## config.mk

```make
export PLATFORM = sky130hd
export DESIGN_NAME = sig_edge_filter
export DESIGN_NICKNAME = d
export VERILOG_FILES = /design/src/rtl/sig_edge_filter.sv
export SDC_FILE = /design/constraint.sdc
export NUM_CORES = 1
export LEC_CHECK = 0
export BUFFER_PORTS_ARGS = -buffer_cell sky130_fd_sc_hd__buf_2
export CAP_MARGIN = 20
export CORE_AREA = 3 3 40 42
export DETAILED_ROUTE_END_ITERATION = 10
export DIE_AREA = 0 0 43 45
export GPL_ROUTABILITY_DRIVEN = 0
export PLACE_DENSITY = 0.71
export REMOVE_ABC_BUFFERS = 1
export SYNTH_ARGS = -nofsm -noshare
export SYNTH_HDL_FRONTEND = slang
export SYNTH_SLANG_ARGS = --single-unit
```

## constraint.sdc

```tcl
create_clock -name i_Clk -period 4 [get_ports i_Clk]
set_input_delay 0.2 -clock i_Clk [delete_from_list [all_inputs] [get_ports i_Clk]]
set_output_delay 0.2 -clock i_Clk [all_outputs]
set_load 0.05 [all_outputs]
```

## src/rtl/sig_edge_filter.sv

```systemverilog
// sig_edge_filter: glitch filter on a synchronized level with edge pulses and an optional edge counter (SIG_EDGE_FILTER_CNT_EN)
module sig_edge_filter #(
    parameter int   FILTER_LEN  = 4,
    parameter int   CNT_WIDTH   = 8,
    parameter logic RESET_VALUE = 1'b0
) (
    input  logic                 i_Clk,
    input  logic                 i_aReset_N,
    input  logic                 i_cSig,
    input  logic                 i_cCntClr,
    output logic                 o_cLevel,
    output logic                 o_cRise,
    output logic                 o_cFall,
    output logic [CNT_WIDTH-1:0] o_cEdgeCnt
);
    typedef enum logic {STABLE, QUALIFY} state_t;
    localparam logic [8:0] FilterLen = 9'(FILTER_LEN);
    state_t     state;
    logic [7:0] qualCnt;
    logic [8:0] qualNext;
    logic       acceptEdge;
    // A new level is accepted once FILTER_LEN consecutive samples disagree with the current one
    always_comb begin
        qualNext   = {1'b0, qualCnt} + 9'd1;
        acceptEdge = (i_cSig != o_cLevel) && ((state == QUALIFY) ? (qualNext == FilterLen) : (FilterLen == 9'd1));
    end
    // Qualification FSM with registered level and edge pulses
    always_ff @(posedge i_Clk or negedge i_aReset_N) begin
        if (!i_aReset_N) begin
            state    <= STABLE;
            qualCnt  <= '0;
            o_cLevel <= RESET_VALUE;
            o_cRise  <= 1'b0;
            o_cFall  <= 1'b0;
        end else begin
            o_cRise <= acceptEdge && i_cSig;
            o_cFall <= acceptEdge && !i_cSig;
            if (acceptEdge) begin
                o_cLevel <= i_cSig;
                state    <= STABLE;
                qualCnt  <= '0;
            end else if (i_cSig == o_cLevel) begin
                state   <= STABLE;
                qualCnt <= '0;
            end else begin
                state   <= QUALIFY;
                qualCnt <= qualNext[7:0];
            end
        end
    end
`ifdef SIG_EDGE_FILTER_CNT_EN
    logic [CNT_WIDTH-1:0] edgeCnt;
    // Wrapping edge counter; a clear in the same cycle as an edge wins
    always_ff @(posedge i_Clk or negedge i_aReset_N) begin
        if (!i_aReset_N)
            edgeCnt <= '0;
        else if (i_cCntClr)
            edgeCnt <= '0;
        else if (acceptEdge)
            edgeCnt <= edgeCnt + CNT_WIDTH'(1);
    end
    assign o_cEdgeCnt = edgeCnt;
`else
    assign o_cEdgeCnt = {CNT_WIDTH{i_cCntClr & 1'b0}};
`endif
endmodule
```

==> results.md, run 1 <==
* Worst skew pair latency at 0.27 ns
* Share of post-route cells with drive strength above 1 at 23.4%
* Hold path endpoint: o_cFall
* PostCTS Resize Cnt at 0
* Aggregate global routing overflow at 0
* Worst-case clock buffer depth at 2
* TritonCTS clock tree: done
* Clock Skews at 0.00244 ns
* CTS buffer count at 3
* Final Max Slew Viols at 0
* Fin. Hold Viols at 0
* Worst setup SP type: flip-flop
* Fin crit period at 1.81 ns
* Clk sinks at 12
* Detail Placement HPWL at 682 um
* Root Buffer: clkbuf_4
* Worst slew pin tran at 0.698 ns
* DIE AREA at 1940 um2
* Routed vias at 390
* Static leakage at 0.327 nW
* Cell area after synthesis at 627 um2
* Post-cts hold buffer count at 1
* Total of max-cap violations at 0
* CP Class: flip-flop to flip-flop
* Crit share post-route at 45.3%
* DR iter-0 viols at 0
* RSZ-0062 raised after global routing: false
* IO buf count at 5
* Fmax at 0.552 GHz
* Vias in the first global route at 399
* FP Rows at 13
* Mapped Cells at 55
* Die height at 45 um
* Top delay family on crit path: simple AND/OR/NAND/NOR gates
* Synth Area per Inst at 11.4 um2
* Initial antenna violation count at 0
* DR DRC count at 0
* Final setup fails at 0
* Critical path required time at 4.15 ns
* Crit path buffers/inverters at 0
* Worst Hold Depth at 2
* CORE AREA at 1280 um2
* Reg2Reg Setup Slack at 2.19 ns
* R2R Path Start: qualCnt[0]
* Worst EP arrival at 1.97 ns
* Final wirelength at 951 um
* Relative slew slack at 53.1%
* Clk slew on worst S/H paths at 0.07 ns
* Area Overhead vs Synth at 8.98%
* DR WL/cell at 12.0 um
* DIE WIDTH at 43 um
* First-pass GRT wire length at 1.75 mm
* CTS H-tree lvls at 1
* Top Ports at 15
* Sequential-to-total area share from yosys stat at 47.9%
* Syn. warnings at 0
* Pwr Density at 534 nW/um2
* CP max FO at 7
* Status: completed
* CP max stage delay at 0.42 ns
* Max stage delay cell, worst path: dfrtp_1
* Pin count of the biggest net entering global routing at 13
* Final setup TNS at 0 ns
* CP Depth at 5
* Via density at 4.94
* Ant diodes at 0
* Tightest Hold Check Type: primary input to flip-flop
* CP Cell Sequence: ha_1 > xnor2_1 > nor4b_2 > nand4_2 > mux2_4
* Initial Utilization at 48.8%
* Crit. End Element: flip-flop
* R2R Path End: o_cLevel
* Post-route ant nets at 0
* HP Start: i_cSig
* VDD IR max at 0.286 mV
* Post-CTS Setup Bufs at 0
* Cell variety after synth at 22
* DR pass1 iterations at 1
* WHS at 0.138 ns
* Post-synthesis register bit count at 12
* Fin nets at 71
* Total global-route track usage at 12.4%
* R2R cell count at 5
flip-flops by register name, summed over array words and instances, names as in the netlist:
signal	count
state	1
o_cFall	1
qualCnt	8
o_cRise	1
o_cLevel	1
synthesized netlist by cell type:
cell,n,share of area (%)
nor3b_1,4,4.8
conb_1,1,0.60
o21ai_2,1,1.4
and3_2,1,1.2
xnor2_1,3,4.2
and3_1,1,1.0
o21ai_0,1,0.80
and3b_1,1,1.4
nor2_1,4,2.4
nand3_1,4,3.2
nand2_1,1,0.60
mux2_4,1,2.4
buf_4,8,9.6
a21oi_1,1,0.80
dfrtp_1,12,48
o211ai_1,1,1.2
ha_1,2,4.0
nand4_2,2,4.0
or3_1,1,1.0
nor2b_1,1,1.0
nor4b_2,1,2.4
xor2_1,3,4.2
worst max path at each step:
stage               startpoint        to  slack, ns
floorplan           qualCnt[0]  o_cLevel       2.32
global placement    qualCnt[0]  o_cLevel       2.18
detailed placement  qualCnt[0]  o_cLevel       2.18
CTS                 qualCnt[0]  o_cLevel       2.17
global route        qualCnt[0]  o_cLevel       2.06
finish              qualCnt[0]  o_cLevel       2.19
placed cells by master (no fill, tap or decap):
| cell | Yosys | final |
|---|---|---|
| o21ai_0 | 1 | 1 |
| xnor2_1 | 3 | 3 |
| buf_2 | 0 | 5 |
| dlygate4sd3_1 | 0 | 1 |
| nand2_1 | 1 | 1 |
| nor2_1 | 4 | 4 |
| dfrtp_1 | 12 | 12 |
| or3_1 | 1 | 1 |
| nor3b_1 | 4 | 4 |
| nor2b_1 | 1 | 1 |
| nand3_1 | 4 | 4 |
| ha_1 | 2 | 2 |
| and3_1 | 1 | 1 |
| mux2_4 | 1 | 1 |
| and3_2 | 1 | 1 |
| clkbuf_4 | 0 | 3 |
| conb_1 | 1 | 8 |
| xor2_1 | 3 | 3 |
| nor4b_2 | 1 | 1 |
| o21ai_2 | 1 | 1 |
| nand4_2 | 2 | 2 |
| clkbuf_8 | 0 | 1 |
| a21oi_1 | 1 | 1 |
| o211ai_1 | 1 | 1 |
| and3b_1 | 1 | 1 |
metal layers:
layer	share of wire, %	track usage, %	vias to the layer above
met2	48	20.4	10
met4	0.63	9.04	0
met1	46	14.6	185
li1	-	-	193
met3	5.0	2.39	2
met5	0	0	-
cell families (layout without fill, tap and decap cells):
| kind of cell | count (synthesis) | after routing | share of synthesized area [%] |
|---|---|---|---|
| adder cells (fa/ha/maj) | 2 | 2 | 3.99 |
| XOR/XNOR | 6 | 6 | 8.38 |
| AND/OR/NAND/NOR | 21 | 21 | 23.0 |
| AO/OA/AOI/OAI | 4 | 4 | 4.19 |
| buffers and inverters | 8 | 10 | 9.58 |
| multiplexers | 1 | 1 | 2.39 |
| flip-flops | 12 | 12 | 47.9 |
| other | 1 | 8 | 0.598 |
power breakdown:
| group | switching, mW | internal (mW) | total (mW) |
|---|---|---|---|
| Combinational | 0.0699 | 0.0346 | 0.105 |
| Sequential | 0.0225 | 0.143 | 0.166 |
| Clock | 0.0388 | 0.0553 | 0.0941 |
metrics by stage:
step / total power, mW / setup slack (ns) / area, um2 / std cells / utilization [%]
5_1_grt: 0.390 / 2.06 / 683 / 79 / 53.2
4_1_cts: 0.371 / 2.17 / 683 / 79 / 53.2
3_5_place_dp: 0.274 / 2.18 / 637 / 74 / 49.6
6_report: 0.365 / 2.19 / 683 / 79 / 53.2
3_3_place_gp: 0.271 / 2.18 / 637 / 74 / 49.6
2_1_floorplan: 0.250 / 2.32 / 593 / 54 / -
area by class of cell:
type,count,area [um2]
Clock buffer,4,36.3
Fill cell,126,602
Multi-Input combinational cell,42,293
Sequential cell,12,300
Tap cell,15,18.8
Timing Repair Buffer,6,35.0
(Power assumes the default switching activity.)
==> inputs of run 2 (changes only) <==
ABC_AREA = 1   (was not set)
CORE_AREA = not set   (was 3 3 40 42)
CORE_MARGIN = 3   (was not set)
CORE_UTILIZATION = 46   (was not set)
DIE_AREA = not set   (was 0 0 43 45)
PLACE_DENSITY = 0.72   (was 0.71)
clock period = 1.5 ns   (was 4 ns; I/O delays follow)
==> run 2 against run 1 <==
Against the previous run: first-iteration DRC count up 4; largest power group unchanged; worst hold slack worse by 0.095 ns; cell area grew 20%; routed wire length increased by 3.4%; critical path depth is 3 higher; sequential share of layout area decreased by 7.4 points; final cell count is 34% higher; register-to-register slack lost 2.1 ns.
==> results.md, run 2 <==
* Status: completed
* Fin. Hold Viols at 0 (unchanged)
* Ant diodes at 0 (unchanged)
* Detail Placement HPWL at 799 um (+17%)
* DIE AREA at 2070 um2 (+6.7%)
* Total area of sequential cells at 300 um2 (unchanged)
* Synth top area share at 42.0% (-5.9 points)
* Aggregate global routing overflow at 0 (unchanged)
* Synth top area cells: dfrtp_1 (42%), buf_4 (8.4%), nand2_1 (6.3%)
* Fillcell total at 101 (-20%)
* Die height at 45.4 um (+0.99%)
* CORE AREA at 1380 um2 (+7.6%)
* Mapped Cells at 80 (+45%)
* Worst EP arrival at 1.55 ns (-0.42 ns)
* Static leakage at 0.403 nW (+23%)
* Clk sinks at 12 (unchanged)
* Total of max-cap violations at 0 (unchanged)
* Most flop-heavy register: qualCnt
* Combined area of the multi-input logic cells at 378 um2 (+29%)
* Yosys top cell by area: dfrtp_1
* Compound-cell area share of the yosys netlist at 5.42% (+1.2 points)
* Share of post-route cells with drive strength above 1 at 35.2% (+12 points)
* Via density at 4.67 (-5.4%)
* Met3 usage at 2.37% (-0.019 points)
* Cell variety after synth at 19 (-14%)
* Post-Synth XOR/XNOR Area at 2.45% (-5.9 points)
* M1 GR Usage at 15.4% (+0.72 points)
* Final Max Slew Viols at 0 (unchanged)
* Synth Flop Type: dfrtp_1
* CTS buffer count at 3 (unchanged)
* Post-layout util at 59.5% (+6.3 points)
* Crit. End Element: flip-flop
* Cell area after synthesis at 716 um2 (+14%)
* Fmax at 0.711 GHz (+29%)
* Final setup TNS at 0 ns (unchanged)
* RSZ-0062 raised after global routing: true
* Post-synthesis register bit count at 12 (unchanged)
* Top Ports at 15 (unchanged)
* Simple-Gate Fraction of Synth Area at 32.0% (+9.0 points)
* IO buf count at 5 (unchanged)
* Fin crit period at 1.41 ns (-0.406 ns)
* Top Usage Layer GRT: met2
* FP Rows at 13 (unchanged)
* Largest family of logic cells by synthesized area: simple AND/OR/NAND/NOR gates
* HP Start: i_cSig
* CP Class: flip-flop to flip-flop
* Tightest Hold Check Type: primary input to flip-flop
* Sequential-to-total area share from yosys stat at 42.0% (-5.9 points)
* Fin nets at 99 (+39%)
* Crit share post-route at 93.8% (+49 points)
* Total global-route track usage at 12.4% (about the same)
* R2R Path Start: qualCnt[1]
* Fraction of registers with async set/reset at 100% (unchanged)
* Worst-case clock buffer depth at 2 (unchanged)
* Synth Area per Inst at 8.95 um2 (-22%)
* Initial antenna violation count at 0 (unchanged)
* Most frequent cells in the layout: nand2_1 (12), dfrtp_1 (12), inv_1 (10), nor2_1 (10), conb_1 (8)
* Met2 GRT Util at 20.1% (-0.30 points)
* Vias in the first global route at 440 (+10%)
* Pin count of the biggest net entering global routing at 13 (unchanged)
* Final setup fails at 0 (unchanged)
* Most instantiated cells after synthesis: dfrtp_1 (12), nand2_1 (12), nor2_1 (11), inv_1 (10), buf_4 (8)
* Max reg flops at 8 (unchanged)
* VDD IR max at 0.777 mV (+170%)
* TritonCTS clock tree: done
* Area Overhead vs Synth at 14.9%
* Post-route ant nets at 0 (unchanged)
* Critical path required time at 1.64 ns (-2.51 ns)
* Adder-cell share of the synthesized area at 3.50% (-0.50 points)
* Hold path endpoint: o_cLevel
* R2R Path End: qualCnt[2]
* Final wirelength at 983 um (+3.4%)
* Clock Skews at 0.000617 ns (-0.00182 ns)
* DIE WIDTH at 45.4 um (+5.7%)
* CP max FO at 4 (-3)
* Syn. warnings at 0 (unchanged)
* Post-synthesis mux area share at 0% (-2.4 points)
* Clk slew on worst S/H paths at 0.06 ns (about the same)
* Routed vias at 495 (+27%)
* First-pass GRT wire length at 1.79 mm (+2.4%)
* Worst skew pair latency at 0.26 ns (about the same)
* CTS H-tree lvls at 1 (unchanged)
* DR pass1 iterations at 2 (+1)
* Pwr Density at 1160 nW/um2 (+120%)
* Design Power at 954 uW (+160%)
* DR DRC count at 0 (unchanged)
* DR iter-0 viols at 4 (+4)
* Worst setup SP type: flip-flop
* DR WL/cell at 9.27 um (-23%)
* Initial Utilization at 51.8% (+3.0 points)
* Root Buffer: clkbuf_4
* Worst Hold Depth at 3 (+1)
* WHS at 0.0433 ns (-0.0946 ns)
* Post-synth EDFFs at 0 (unchanged)
* R2R cell count at 8 (+3)
* Reg2Reg Setup Slack at 0.09 ns (-2.09 ns)
==> run 2: per-stage QoR <==
| step | setup WS [ns] | area, um2 | instances |
|---|---|---|---|
| 6_report | 0.0926 | 822 | 106 |
| 3_5_place_dp | -0.0272 | 748 | 102 |
| 2_1_floorplan | 0.0404 | 682 | 79 |
| 5_1_grt | -0.0135 | 822 | 106 |
| 4_1_cts | 0.0233 | 788 | 106 |
| 3_3_place_gp | 0.00379 | 748 | 102 |
==> run 2: repair_timing <==
action | in CTS | in global routing
hold endpoints to repair | 12 | 0
hold buffers | 1 | 0
resized for setup | 1 | 7
buffers inserted | 0 | 0
pin swaps | 0 | 11
setup endpoints to repair | 4 | 7
==> run 2: logic make-up after synthesis <==
family	Yosys count
xor gates and xnor gates	2
buffers and inverters	19
other	1
AOI/OAI and AO/OA	4
and+or+nand+nor	40
DFF	12
adders and majority gates	2
==> run 2: worst max path at each step <==
stage / from / endpoint / cells after the start
6_report: qualCnt[1] / qualCnt[2] / 8
3_3_place_gp: qualCnt[0] / qualCnt[2] / 6
3_5_place_dp: qualCnt[0] / qualCnt[0] / 6
2_1_floorplan: qualCnt[0] / qualCnt[2] / 6
4_1_cts: qualCnt[0] / qualCnt[0] / 6
5_1_grt: qualCnt[1] / qualCnt[2] / 8
==> run 2: worst max-delay path, stage by stage, from the launching register on <==
cell	delay [ns]
dfrtp_1	0.40
buf_6	0.14
nand2_4	0.05
nor2_4	0.16
nand3_2	0.08
nand2_2	0.10
nand3_4	0.11
o21bai_4	0.19
nor2_1	0.06
==> run 2: final cells by class <==
type / count / area share [%]
clock buffers: 3 / 2.74
well taps: 15 / 2.28
inverters: 11 / 5.02
multi-input cells: 56 / 46.0
repair buffers: 9 / 7.46
flip-flops and latches: 12 / 36.5
==> run 2: metal layers <==
metal,wire [um],part of all wire (%),vias to the layer above
met5,0,0,-
met4,25,2.5,0
met3,50,5.1,2
met2,503,51,13
met1,405,41,232
li1,-,-,248
==> run 2: where the power goes <==
part           internal [mW]  switching, mW
sequential             0.374         0.0475
clock                 0.0925         0.0859
combinational          0.126          0.228
==> inputs of run 3 (changes only) <==
CTS_CLUSTER_DIAMETER = 120   (was not set)
clock period = 1.2 ns   (was 1.5 ns; I/O delays follow)
==> run 3 against run 2 <==
Against the previous run: setup slack worse by 0.35 ns; combinational power increased by 56%; the flow now finishes with violations (negative setup slack); largest power group is now combinational cells; clock-buffer cell count rose by 1; sequential cell count unchanged; first-iteration DRC count grew 75%; largest cell class unchanged; highest routed layer unchanged.
==> results.md, run 3 (synthesis gave the netlist of run 2 again) <==
* Status: finished with violations
* Failing checks: negative setup slack
* RSZ-0062 raised after global routing: true
* Clock Power Share at 23.0% (+4.3 points)
* DIE WIDTH at 45.4 um (unchanged)
* Crit path buffers/inverters at 0 (-1)
* Fin crit period at 1.46 ns (+0.0530 ns)
* CORE AREA at 1380 um2 (unchanged)
* Sequential share of power at 37.8% (-6.4 points)
* DR WL/cell at 12.9 um (+39%)
* Reg2Reg Setup Slack at -0.26 ns (-0.35 ns)
* Max stage delay cell, worst path: dfrtp_1
* Final worst slack at -0.260 ns (-0.353 ns)
* Die height at 45.4 um (unchanged)
* Routed vias at 530 (+7.1%)
* CP Class: flip-flop to flip-flop
* FP Rows at 13 (unchanged)
* CP max FO at 4 (unchanged)
* Critical path required time at 1.36 ns (-0.28 ns)
* Total internal power at 860 uW (+45%)
* DIE AREA at 2070 um2 (unchanged)
* Fin. Hold Viols at 0 (unchanged)
* Most frequent cells in the layout: nand2_1 (11), dfrtp_1 (11), inv_1 (8), nor2_1 (8), conb_1 (8)
* Max reg flops at 8 (unchanged)
* First-pass GRT wire length at 2.31 mm (+29%)
* IO buf count at 5 (unchanged)
* Tightest Hold Check Type: primary input to flip-flop
* Total of max-cap violations at 0 (unchanged)
* Static leakage at 0.446 nW (+11%)
* Pwr Density at 1500 nW/um2 (+30%)
* Logic gate share of total power at 39.2% (+2.1 points)
* Crit. End Element: flip-flop
* Final setup fails at 9 (+9)
* DR DRC count at 0 (unchanged)
* Fin nets at 106 (+7.1%)
* Clk slew on worst S/H paths at 0.08 ns (+0.02 ns)
* R2R Path Start: qualCnt[1]
* Ant diodes at 0 (unchanged)
* Final Max Slew Viols at 0 (unchanged)
* Root Buffer: clkbuf_4
* Switch share at 39.0% (+1.1 points)
* Area Overhead vs Synth at 30.9%
* Fmax at 0.685 GHz (-3.6%)
* Via density at 4.65 (-0.44%)
* Clk sinks at 12 (unchanged)
* Vias in the first global route at 551 (+25%)
* R2R cell count at 6 (-2)
* HP Start: i_cSig
* CTS H-tree lvls at 1 (unchanged)
* Post-layout util at 67.8% (+8.3 points)
* Worst skew pair latency at 0.28 ns (+0.02 ns)
* CTS buffer count at 3 (unchanged)
* Pin count of the biggest net entering global routing at 13 (unchanged)
* Final wirelength at 1.47 mm (+49%)
* TritonCTS clock tree: done
* CP max stage delay at 0.43 ns (+0.03 ns)
* DR iter-0 viols at 7 (+3)
* Worst setup SP type: flip-flop
* Worst Hold Depth at 3 (unchanged)
* Total global-route track usage at 16.0% (+3.6 points)
* Top Ports at 15 (unchanged)
* Crit share post-route at 122% (+28 points)
* VDD IR max at 1.40 mV (+80%)
* Most flop-heavy register: qualCnt
* Top delay family on crit path: flip-flops
* Share of post-route cells with drive strength above 1 at 47.5% (+12 points)
* CP Cell Sequence: ha_4 > xnor2_1 > nor2_2 > nand3_4 > o21bai_4 > nor2_1
* Clock Skews at 0.00488 ns (+0.00427 ns)
* Detail Placement HPWL at 994 um (+24%)
* Post-route ant nets at 0 (unchanged)
* Initial Utilization at 51.8% (unchanged)
* Hold path endpoint: o_cLevel
* Aggregate global routing overflow at 0 (unchanged)
* DR pass1 iterations at 2 (unchanged)
* Worst-case clock buffer depth at 2 (unchanged)
* Worst EP arrival at 1.62 ns (+0.07 ns)
* R2R Path End: qualCnt[2]
* Fillcell total at 111 (+9.9%)
* Setup WS pre-CTS at -0.332 ns (-0.304 ns)
* Initial antenna violation count at 0 (unchanged)
* P_sw at 549 uW (+52%)
run 3: cell types whose count changed in the layout (fill, tap and decap cells not counted), sizes merged:
cell and delta:
buf +7, clkbuf +1
run 3: area by class of cell:
cell class,count,area (um2),area share (%)
multi-input combinational,56,414,44.2
sequential,12,302,32.2
timing repair buffer,16,125,13.4
inverter,11,41.3,4.41
clock buffer,4,36.3,3.87
tap,15,18.8,2.00
run 3: worst max-delay path by stage:
stage	from	to	slack, ns	cells past startpoint
after global placement	qualCnt[0]	qualCnt[2]	-0.27	6
after floorplan	qualCnt[0]	qualCnt[2]	-0.26	6
after detailed placement	qualCnt[0]	qualCnt[2]	-0.33	6
after global routing	qualCnt[1]	qualCnt[2]	-0.32	6
after CTS	qualCnt[1]	qualCnt[2]	-0.23	8
final	qualCnt[1]	qualCnt[2]	-0.26	6
run 3: per-stage QoR:
step / instances / setup TNS (ns) / cell area [um2] / hold slack [ns] / power (mW)
after floorplan: 79 / -2.12 / 682 / -0.236 / 0.812
after global placement: 108 / -1.77 / 793 / -0.0551 / 0.951
after detailed placement: 108 / -2.33 / 793 / -0.0531 / 0.971
after CTS: 114 / -1.59 / 890 / 0.0148 / 1.34
after global routing: 114 / -2.46 / 937 / 0.0564 / 1.49
final: 114 / -1.66 / 937 / 0.0131 / 1.41
run 3: power groups by stage:
stage / clock (mW) / sequential (mW) / combinational, mW
after global placement: 0 / 0.513 / 0.438
final: 0.324 / 0.533 / 0.552
after floorplan: 0 / 0.577 / 0.235
after global routing: 0.346 / 0.540 / 0.599
after CTS: 0.329 / 0.530 / 0.483
after detailed placement: 0 / 0.516 / 0.455
run 3: metal layers:
metal,track usage (%),part of all wire (%)
met2,30.6,59
met5,0,0
met1,16.7,36
met3,2.77,3.5
met4,6.43,1.4
run 3: what timing repair did:
item	4_1_cts	5_1_grt
endpoints found under the setup margin	9	12
hold buffers	1	0
hold endpoints to repair	12	0
setup buffers	1	0
pin swaps	7	6
resized for setup	9	12
run 3: worst min-delay path, delay by kind of cell:
| kind | cells | cell delay [ns] |
|---|---|---|
| buffers and inverters | 1 | 0.10 |
| and+or+nand+nor | 2 | 0.10 |
